$ cat src/rtl/cdc_app_pkg.sv
// Shared types and constants for the usb_cdc application-side byte path.
package cdc_app_pkg;

  localparam int unsigned BYTE_W               = 8;
  localparam int unsigned CNT_W                = 8;
  localparam int unsigned DEFAULT_MAX_BURST    = 64;
  localparam int unsigned DEFAULT_IDLE_TIMEOUT = 16;

  typedef enum logic [0:0] {
    ST_IDLE  = 1'b0,
    ST_GRANT = 1'b1
  } arb_state_e;

  // Saturating increment for the burst and idle counters.
  function automatic logic [CNT_W-1:0] sat_inc(input logic [CNT_W-1:0] v);
    return (v == {CNT_W{1'b1}}) ? v : v + CNT_W'(1);
  endfunction

endpackage

$ cat src/rtl/cdc_in_arbiter_rr_pick.sv
// Circular priority encoder: first asserted request after ptr_i, wrapping.
module rr_pick #(
  parameter int unsigned N_REQ = 2,
  parameter int unsigned PTR_W = $clog2(N_REQ)
) (
  input  logic [N_REQ-1:0] req_i,
  input  logic [PTR_W-1:0] ptr_i,
  output logic [N_REQ-1:0] pick_o,
  output logic             valid_o
);

  // Walk distances from farthest to nearest so the nearest requester overwrites.
  always_comb begin
    pick_o  = '0;
    valid_o = 1'b0;
    for (int i = int'(N_REQ); i >= 1; i--) begin
      for (int j = 0; j < int'(N_REQ); j++) begin
        if (req_i[j] && (j == ((int'(ptr_i) + i) % int'(N_REQ)))) begin
          pick_o    = '0;
          pick_o[j] = 1'b1;
          valid_o   = 1'b1;
        end
      end
    end
  end

endmodule

$ cat src/rtl/cdc_in_arbiter.sv
// Round-robin, message-granular arbiter in front of the usb_cdc IN byte stream.
module cdc_in_arbiter
  import cdc_app_pkg::*;
#(
  parameter int unsigned N_REQ        = 2,
  parameter int unsigned MAX_BURST    = DEFAULT_MAX_BURST,
  parameter int unsigned IDLE_TIMEOUT = DEFAULT_IDLE_TIMEOUT
) (
  input  logic                    clk_i,
  input  logic                    rstn_i,
  input  logic [BYTE_W*N_REQ-1:0] req_data_i,
  input  logic [N_REQ-1:0]        req_valid_i,
  input  logic [N_REQ-1:0]        req_last_i,
  output logic [N_REQ-1:0]        req_ready_o,
  output logic [BYTE_W-1:0]       in_data_o,
  output logic                    in_valid_o,
  input  logic                    in_ready_i,
  output logic [N_REQ-1:0]        grant_o,
  output logic                    busy_o
);

  localparam int unsigned PTR_W = $clog2(N_REQ);

  if ((N_REQ < 2) || (N_REQ > 8)) begin : g_bad_n_req
    $error("cdc_in_arbiter: N_REQ must be in 2..8");
  end
  if ((MAX_BURST < 1) || (MAX_BURST > 255)) begin : g_bad_max_burst
    $error("cdc_in_arbiter: MAX_BURST must be in 1..255");
  end
  if ((IDLE_TIMEOUT < 1) || (IDLE_TIMEOUT > 255)) begin : g_bad_idle_timeout
    $error("cdc_in_arbiter: IDLE_TIMEOUT must be in 1..255");
  end

  arb_state_e         state_q, state_d;
  logic [N_REQ-1:0]   grant_q, grant_d;
  logic [PTR_W-1:0]   ptr_q, ptr_d;
  logic [CNT_W-1:0]   burst_q, burst_d;
  logic [CNT_W-1:0]   idle_q, idle_d;
  logic [BYTE_W-1:0]  data_q, data_d;
  logic               valid_q, valid_d;
  logic               busy_q, busy_d;

  logic               load_ok_c;
  logic               xfer_c;
  logic               rel_c;
  logic [N_REQ-1:0]   pick_c;
  logic               pick_vld_c;
  logic [BYTE_W-1:0]  g_data_c;
  logic               g_valid_c;
  logic               g_last_c;
  logic [PTR_W-1:0]   g_idx_c;
  logic [CNT_W-1:0]   burst_inc_c;
  logic [CNT_W-1:0]   idle_inc_c;

  rr_pick #(
    .N_REQ (N_REQ),
    .PTR_W (PTR_W)
  ) u_rr_pick (
    .req_i   (req_valid_i),
    .ptr_i   (ptr_q),
    .pick_o  (pick_c),
    .valid_o (pick_vld_c)
  );

  // Select the current grantee's byte, flags and index from the one-hot grant.
  always_comb begin
    g_data_c  = '0;
    g_valid_c = 1'b0;
    g_last_c  = 1'b0;
    g_idx_c   = '0;
    for (int k = 0; k < int'(N_REQ); k++) begin
      if (grant_q[k]) begin
        g_data_c  = req_data_i[k*BYTE_W +: BYTE_W];
        g_valid_c = req_valid_i[k];
        g_last_c  = req_last_i[k];
        g_idx_c   = PTR_W'(k);
      end
    end
  end

  assign load_ok_c   = !valid_q || in_ready_i;
  assign req_ready_o = grant_q & {N_REQ{load_ok_c}};
  assign xfer_c      = g_valid_c && load_ok_c;
  assign burst_inc_c = sat_inc(burst_q);
  assign idle_inc_c  = sat_inc(idle_q);

  // Grant FSM: a transfer always takes precedence over the idle timeout.
  always_comb begin
    state_d = state_q;
    grant_d = grant_q;
    ptr_d   = ptr_q;
    burst_d = burst_q;
    idle_d  = idle_q;
    rel_c   = 1'b0;
    case (state_q)
      ST_IDLE: begin
        if (pick_vld_c) begin
          grant_d = pick_c;
          state_d = ST_GRANT;
        end
      end
      ST_GRANT: begin
        if (xfer_c) begin
          burst_d = burst_inc_c;
          idle_d  = '0;
          rel_c   = g_last_c || (burst_inc_c == CNT_W'(MAX_BURST));
        end else if (!g_valid_c) begin
          idle_d = idle_inc_c;
          rel_c  = (idle_inc_c == CNT_W'(IDLE_TIMEOUT));
        end
        if (rel_c) begin
          state_d = ST_IDLE;
          grant_d = '0;
          ptr_d   = g_idx_c;
          burst_d = '0;
          idle_d  = '0;
        end
      end
      default: begin
        state_d = ST_IDLE;
        grant_d = '0;
      end
    endcase
  end

  // One-byte output register; drains regardless of the grant state.
  always_comb begin
    data_d  = data_q;
    valid_d = valid_q;
    if (xfer_c) begin
      data_d  = g_data_c;
      valid_d = 1'b1;
    end else if (in_ready_i) begin
      valid_d = 1'b0;
    end
    busy_d = (state_d == ST_GRANT) || valid_d;
  end

  always_ff @(posedge clk_i) begin
    if (!rstn_i) begin
      state_q <= ST_IDLE;
      grant_q <= '0;
      ptr_q   <= PTR_W'(N_REQ - 1);
      burst_q <= '0;
      idle_q  <= '0;
      data_q  <= '0;
      valid_q <= 1'b0;
      busy_q  <= 1'b0;
    end else begin
      state_q <= state_d;
      grant_q <= grant_d;
      ptr_q   <= ptr_d;
      burst_q <= burst_d;
      idle_q  <= idle_d;
      data_q  <= data_d;
      valid_q <= valid_d;
      busy_q  <= busy_d;
    end
  end

  assign in_data_o  = data_q;
  assign in_valid_o = valid_q;
  assign grant_o    = grant_q;
  assign busy_o     = busy_q;

endmodule

$ cat config.mk
export PLATFORM = sky130hd
export DESIGN_NAME = cdc_in_arbiter
export DESIGN_NICKNAME = d
export VERILOG_FILES = /design/src/rtl/cdc_app_pkg.sv /design/src/rtl/cdc_in_arbiter_rr_pick.sv /design/src/rtl/cdc_in_arbiter.sv
export SDC_FILE = /design/constraint.sdc
export NUM_CORES = 1
export LEC_CHECK = 0
export CAP_MARGIN = 25
export CORE_ASPECT_RATIO = 1.1
export CORE_MARGIN = 2
export CORE_UTILIZATION = 53
export CTS_BUF_LIST = sky130_fd_sc_hd__clkbuf_4
export CTS_CLUSTER_DIAMETER = 120
export DETAILED_ROUTE_END_ITERATION = 8
export HOLD_SLACK_MARGIN = 0.06
export PLACE_DENSITY = 0.82
export SYNTH_ARGS = -nofsm -noshare
export SYNTH_HDL_FRONTEND = slang
export SYNTH_SLANG_ARGS = --single-unit
$ cat constraint.sdc
create_clock -name clk_i -period 2.9 [get_ports clk_i]
set_input_delay 0.87 -clock clk_i [delete_from_list [all_inputs] [get_ports clk_i]]
set_output_delay 0.87 -clock clk_i [all_outputs]
set_load 0.05 [all_outputs]
# Yosys cells after proc, flatten, opt, wreduce, memory -nomap -nowiden
# Cells that the tools add are included.
# Widths: inputs -> output; s select.
# word_totals
input_bits,23
output_inout_bits,14
register_bits,30
mem_bits_rw,0
latch_bits,0
mem_bits_ro,0
n_memories,0
elab_cells,74
# classes
addsub,4
shifts,0
div,0
bitwise,4
muxes,33
reduce_logical,16
magnitude_cmp,0
n_mul,0
eq_ne,9
# op_table
op,n
$mux 8,9
$logic_not 32->1,2
$mux 1,17
$add 8x1->8 const B,2
$eq 8x8->1 const B,2
$mux 2,5
$eq 8x5->1 const B,1
$eq 8x7->1 const B,1
$reduce_and 2->1,4
$logic_and 1x1->1,5
$eq 2x2->1 const A,2
$pmux 2 s2,1
$logic_or 1x1->1,3
$ne 3x2->1 const B,1
$add 1x1->1 const B,2
$and 1x1->1 const A,2
$and 2x2->2,1
$ne 2x1->1 const B,1
$ne 2x2->1 const B,1
$pmux 1 s2,1
$reduce_bool 2->1,1
$logic_not 1->1,1
$not 1->1,1

# Longest topological paths before layout
# depth
ltp_word,11
mapped_depth,8

# Hierarchy
# Synthesis repeated with hierarchy kept, for this count alone.
# hier_totals
hier_cells,226
area_unflattened_um2,1889.3
# by_module_without_submodules
mod,cells_per_inst,area_each_um2,instances,seq_area_each_um2
cdc_in_arbiter,222,1864.3,1,600.6
rr_pick,4,25.0,1,0.0

# Least setup slack after synthesis
# Ideal clock, no wire load.
# synth_path
path_kind,input to output
from,input port in_ready_i
to,output port req_ready_o[0]
required_ns,2.030
path_buffers,0
arrival_ns,1.563
stages,2
slack_ns,0.467
cell_sequence,nor2b_1 > nor2_1
# synth_via
elab_chain_len,2
# synth_lines
item,line,source
"start, declared",cdc_in_arbiter.sv:17,"input logic in_ready_i,"
$logic_or 1x1->1,cdc_in_arbiter.sv:81,assign load_ok_c = !valid_q || in_ready_i;
$and 2x2->2,cdc_in_arbiter.sv:82,assign req_ready_o = grant_q & {N_REQ{load_ok_c}};
"end, declared",cdc_in_arbiter.sv:14,"output logic [N_REQ-1:0] req_ready_o,"
# No other way between the ends.

# Worst setup path after layout
# layout_path
from,input port in_ready_i
to,output port req_ready_o[1]
# Same word-level chain as after synthesis.

==> run_results.csv <==
group,metric,value,unit
status,status,"finished, final reports clean",
synthesis,post_synth_edffs,0,
synthesis,post_synth_instance_area,0.00179,mm2
worst_setup_path,r2r_end,"ptr_q$_SDFFE_PN1P_",
die,chipWidth,59.4,um
power_and_ir_drop,power.switching_fraction,0.325,
synthesis,synth-xor-area-share,0.00978,
worst_setup_path,cpPeakStageDelay,0.47,ns
place,dp_slack,0.0527,ns
worst_setup_path,reg2reg_setup_slack,0.39,ns
drt,detailedRoute.firstIterationViolations,82,
global_routing,grt_pass1_wl,7060,um
clocking,post_cts_resized,0,
synthesis,synth_adder_area_share,0.0140,
layout,layout_commonest_cell,"sky130_fd_sc_hd__clkdlybuf4s50_1",
clocking,cts.hold.buffers_added,0,
worst_setup_path,worst_path_max_fanout,3,
drt,detail_route.drc_violations,0,
timing,layout_min_cycle_time,2.72,ns
worst_setup_path,critical_path_cell_by_cell,"clkdlybuf4s50_1, nand2b_1, and2_1, buf_12",
die,design.core.area,0.00328,mm2
worst_hold_path,worstHoldPathType,"reg2reg",
timing,grt_setup_unrepaired,"false",
place,place_congestion,0.970,
drt,viasPerCell,6.05,
layout,final_layout_size_suffix_gt1_frac,0.136,
worst_setup_path,startpoint_type,"input port",
layout,n_antenna_cell,0,
timing,hold_violations,0,
power_and_ir_drop,p_sw,0.000304,W
timing,timing.final.setup_violations,0,
timing,setup_tns_after_final_layout,0,ns
drt,detailroute.via_count,1779,
drt,antenna_violating_nets_post_route,0,
synthesis,ys.warnings.count,0,
worst_setup_path,timing.critical_path.arrival,1.85,ns
die,die_h,65.0,um
worst_setup_path,cells_on_worst_reg2reg_path,8,
timing,final_critical_path_setup_slack,0.184,ns
die,io_pins,37,
power_and_ir_drop,power.ir.vdd_worst,0.365,mV
synthesis,yosys_register_bits,30,
synthesis,main_combinational_cell_family_by_area_after_synthesis,"compound AO/OA/AOI/OAI gates",
layout,finish.utilization,0.701,
layout,layout.cells.most_common_list,"sky130_fd_sc_hd__clkdlybuf4s50_1 (34), sky130_fd_sc_hd__dfxtp_1 (30), sky130_fd_sc_hd__nor2_1 (21)",
worst_hold_path,hold_path_endpoint,"in_data_o[1]$_SDFFE_PN0P_",
global_routing,first_global_vias,1599,
synthesis,synth_compound_area_frac,0.320,
worst_setup_path,cp_slowest_cell,"sky130_fd_sc_hd__clkdlybuf4s50_1",
global_routing,grt_util_all_layers,0.240,
timing,fmaxAchievable,368,MHz
power_and_ir_drop,pwr-share-clk,0.247,
global_routing,maximum_number_of_pins_on_one_net_before_global_route_repair,20,
clocking,cts.reportedPaths.clkPinSlew,0.09,ns
layout,fill_cells,264,
synthesis,yosysSeqAreaShare,0.335,
die,floorplan.initialDensity,0.547,
worst_setup_path,r2r-start,"burst_q[0]$_SDFFE_PN0P_",
power_and_ir_drop,sequential_share_of_power,0.481,
power_and_ir_drop,power.share.combinational,0.271,
place,dp.final_hpwl,3230,um
timing,tightest_slew_margin_relative_to_the_limit,0.578,
power_and_ir_drop,internal_power,0.000631,W
synthesis,synth-async-reset-ratio,0,
synthesis,mappedNetlistNets,239,
timing,timing_worst_slew_pin_value,0.632,ns
power_and_ir_drop,total_leakage_power,0.791,nW
worst_hold_path,holdCritStartpoint,"in_data_o[1]$_SDFFE_PN0P_",
die,die-area,0.00386,mm2
synthesis,yosys-mux-area-fraction,0.0112,
layout,synthToLayoutAreaGrowth,28.2,%
run,maxCapViolations,0,
worst_hold_path,timing.hold.worst_path_depth,2,
synthesis,synthesis.area_per_instance,8.37,um2
clocking,cts-buffers-inserted,5,
power_and_ir_drop,power_density,407,mW/mm2
clocking,h-tree-depth,2,
clocking,post-cts-setup-buffers,0,
synthesis,area_share_of_and_or_nand_nor_cells_after_synthesis,0.256,
clocking,clockBufferDepth,2,
timing,worst_skew,0.00835,ns
synthesis,synth.lib_cells_used.distinct,54,
die,row_count,22,
clocking,cts_tree,"yes",
drt,firstDrtPassIters,4,
place,io_buffers,36,
synthesis,syn_inst,214,
worst_setup_path,critPathCaptureType,"primary output",
drt,detail_route.wl_per_cell,14.5,um
clocking,worstSkewPairLatency,0.34,ns
layout,layout.nets,282,
global_routing,global_route_congestion_overflow_total,0,
synthesis,ys_dominant_reg_cell,"sky130_fd_sc_hd__dfxtp_1",
worst_setup_path,crit_type,"in2out",
clocking,ctsRootBufferMaster,"sky130_fd_sc_hd__clkbuf_4",
worst_setup_path,cp_data_required_time,2.03,ns
clocking,clock_sink_count,30,
timing,finalCritPeriodShare,0.937,
drt,wl,4250,um
timing,report.final.slew_viol_count,0,
worst_setup_path,crit_start,"in_ready_i",
global_routing,number_of_antenna_violations_at_the_first_check_in_global_routing,0,
worst max-delay path by stage:
stage	to	slack [ns]
final	req_ready_o[1]	0.18
after global routing	req_ready_o[1]	0.13
after CTS	req_ready_o[1]	0.18
after detailed placement	burst_q[2]$_SDFFE_PN0P_	0.05
after global placement	busy_o$_SDFF_PN0_	0.12
after floorplan	req_ready_o[0]	0.47
flip-flops by register name (all words and copies together), names as in the netlist:
name	cells
in_valid_o	1
in_data_o	8
busy_o	1
grant_o	2
burst_q	8
state_q	1
idle_q	8
ptr_q	1
cell usage after synthesis (2+ instances only):
cell type                   number  area, um2
sky130_fd_sc_hd__a211oi_1       11       82.6
sky130_fd_sc_hd__a211oi_2        2       25.0
sky130_fd_sc_hd__a21o_1          3       22.5
sky130_fd_sc_hd__a21oi_1        16       80.1
sky130_fd_sc_hd__a22oi_1         9       67.6
sky130_fd_sc_hd__a31oi_1         8       50.1
sky130_fd_sc_hd__and2_1          6       37.5
sky130_fd_sc_hd__and3_1          2       12.5
sky130_fd_sc_hd__and4_1          2       17.5
sky130_fd_sc_hd__buf_2           2       10.0
sky130_fd_sc_hd__buf_6           2       22.5
sky130_fd_sc_hd__clkbuf_1        9       33.8
sky130_fd_sc_hd__dfxtp_1        30        601
sky130_fd_sc_hd__ha_1            2       25.0
sky130_fd_sc_hd__inv_1           6       22.5
sky130_fd_sc_hd__mux2i_1         2       20.0
sky130_fd_sc_hd__nand2_1        12       45.0
sky130_fd_sc_hd__nand2b_1        8       50.1
sky130_fd_sc_hd__nand3_1         6       30.0
sky130_fd_sc_hd__nand4_1         7       43.8
sky130_fd_sc_hd__nor2_1         21       78.8
sky130_fd_sc_hd__nor2b_1         2       12.5
sky130_fd_sc_hd__nor3_1          3       15.0
sky130_fd_sc_hd__o2111ai_1       2       17.5
sky130_fd_sc_hd__o21ai_0         5       25.0
sky130_fd_sc_hd__o21bai_1        2       15.0
sky130_fd_sc_hd__o221a_2         2       22.5
sky130_fd_sc_hd__o22ai_1         3       18.8
sky130_fd_sc_hd__o31ai_1         2       15.0
sky130_fd_sc_hd__or2_2           2       12.5
sky130_fd_sc_hd__or3_1           2       12.5
critical path: cells and delay by family:
family / cells / cell delay (ns)
buf+inv: 2 / 0.62
simple gates: 2 / 0.36
logic make-up after synthesis:
family	count (synthesis)
DFF	30
AOI/OAI and AO/OA	77
xor gates and xnor gates	2
buffers and inverters	20
muxes	2
adders and majority gates	2
and+or+nand+nor	81
routing by layer:
layer | wire, um | vias to the layer above | GRT usage
li1 | - | 901 | -
met1 | 1840 | 817 | 0.270
met2 | 2070 | 49 | 0.404
met3 | 235 | 12 | 0.0818
met4 | 102 | 0 | 0.102
met5 | 0 | - | 0
power by group through the flow:
stage / Clock, W / Sequential, W / Combinational (W)
global placement: 0 / 0.000459 / 0.000252
CTS: 0.000239 / 0.000450 / 0.000255
detailed placement: 0 / 0.000460 / 0.000254
floorplan: 0 / 0.000501 / 0.000106
global route: 0.000254 / 0.000454 / 0.000274
finish: 0.000232 / 0.000450 / 0.000254
through the flow:
| step | hold WS [ns] | cells | area, um2 | total power (W) |
|---|---|---|---|---|
| 2_1_floorplan | 0.476 | 214 | 1790 | 0.000607 |
| 3_3_place_gp | 0.485 | 286 | 2250 | 0.000711 |
| 3_5_place_dp | 0.492 | 286 | 2250 | 0.000714 |
| 4_1_cts | 0.502 | 294 | 2300 | 0.000944 |
| 5_1_grt | 0.531 | 294 | 2300 | 0.000982 |
| 6_report | 0.500 | 294 | 2300 | 0.000936 |
final cells by class:
class / count / area, um2 / share of cell area
Sequential cell: 30 / 601 / 0.261
Tap cell: 36 / 45.0 / 0.0196
Multi-Input combinational cell: 164 / 1090 / 0.477
Inverter: 6 / 22.5 / 0.00980
Clock buffer: 5 / 37.5 / 0.0163
Clock inverter: 3 / 11.3 / 0.00490
Timing Repair Buffer: 50 / 485 / 0.211
Power figures use the tool's default switching activity.
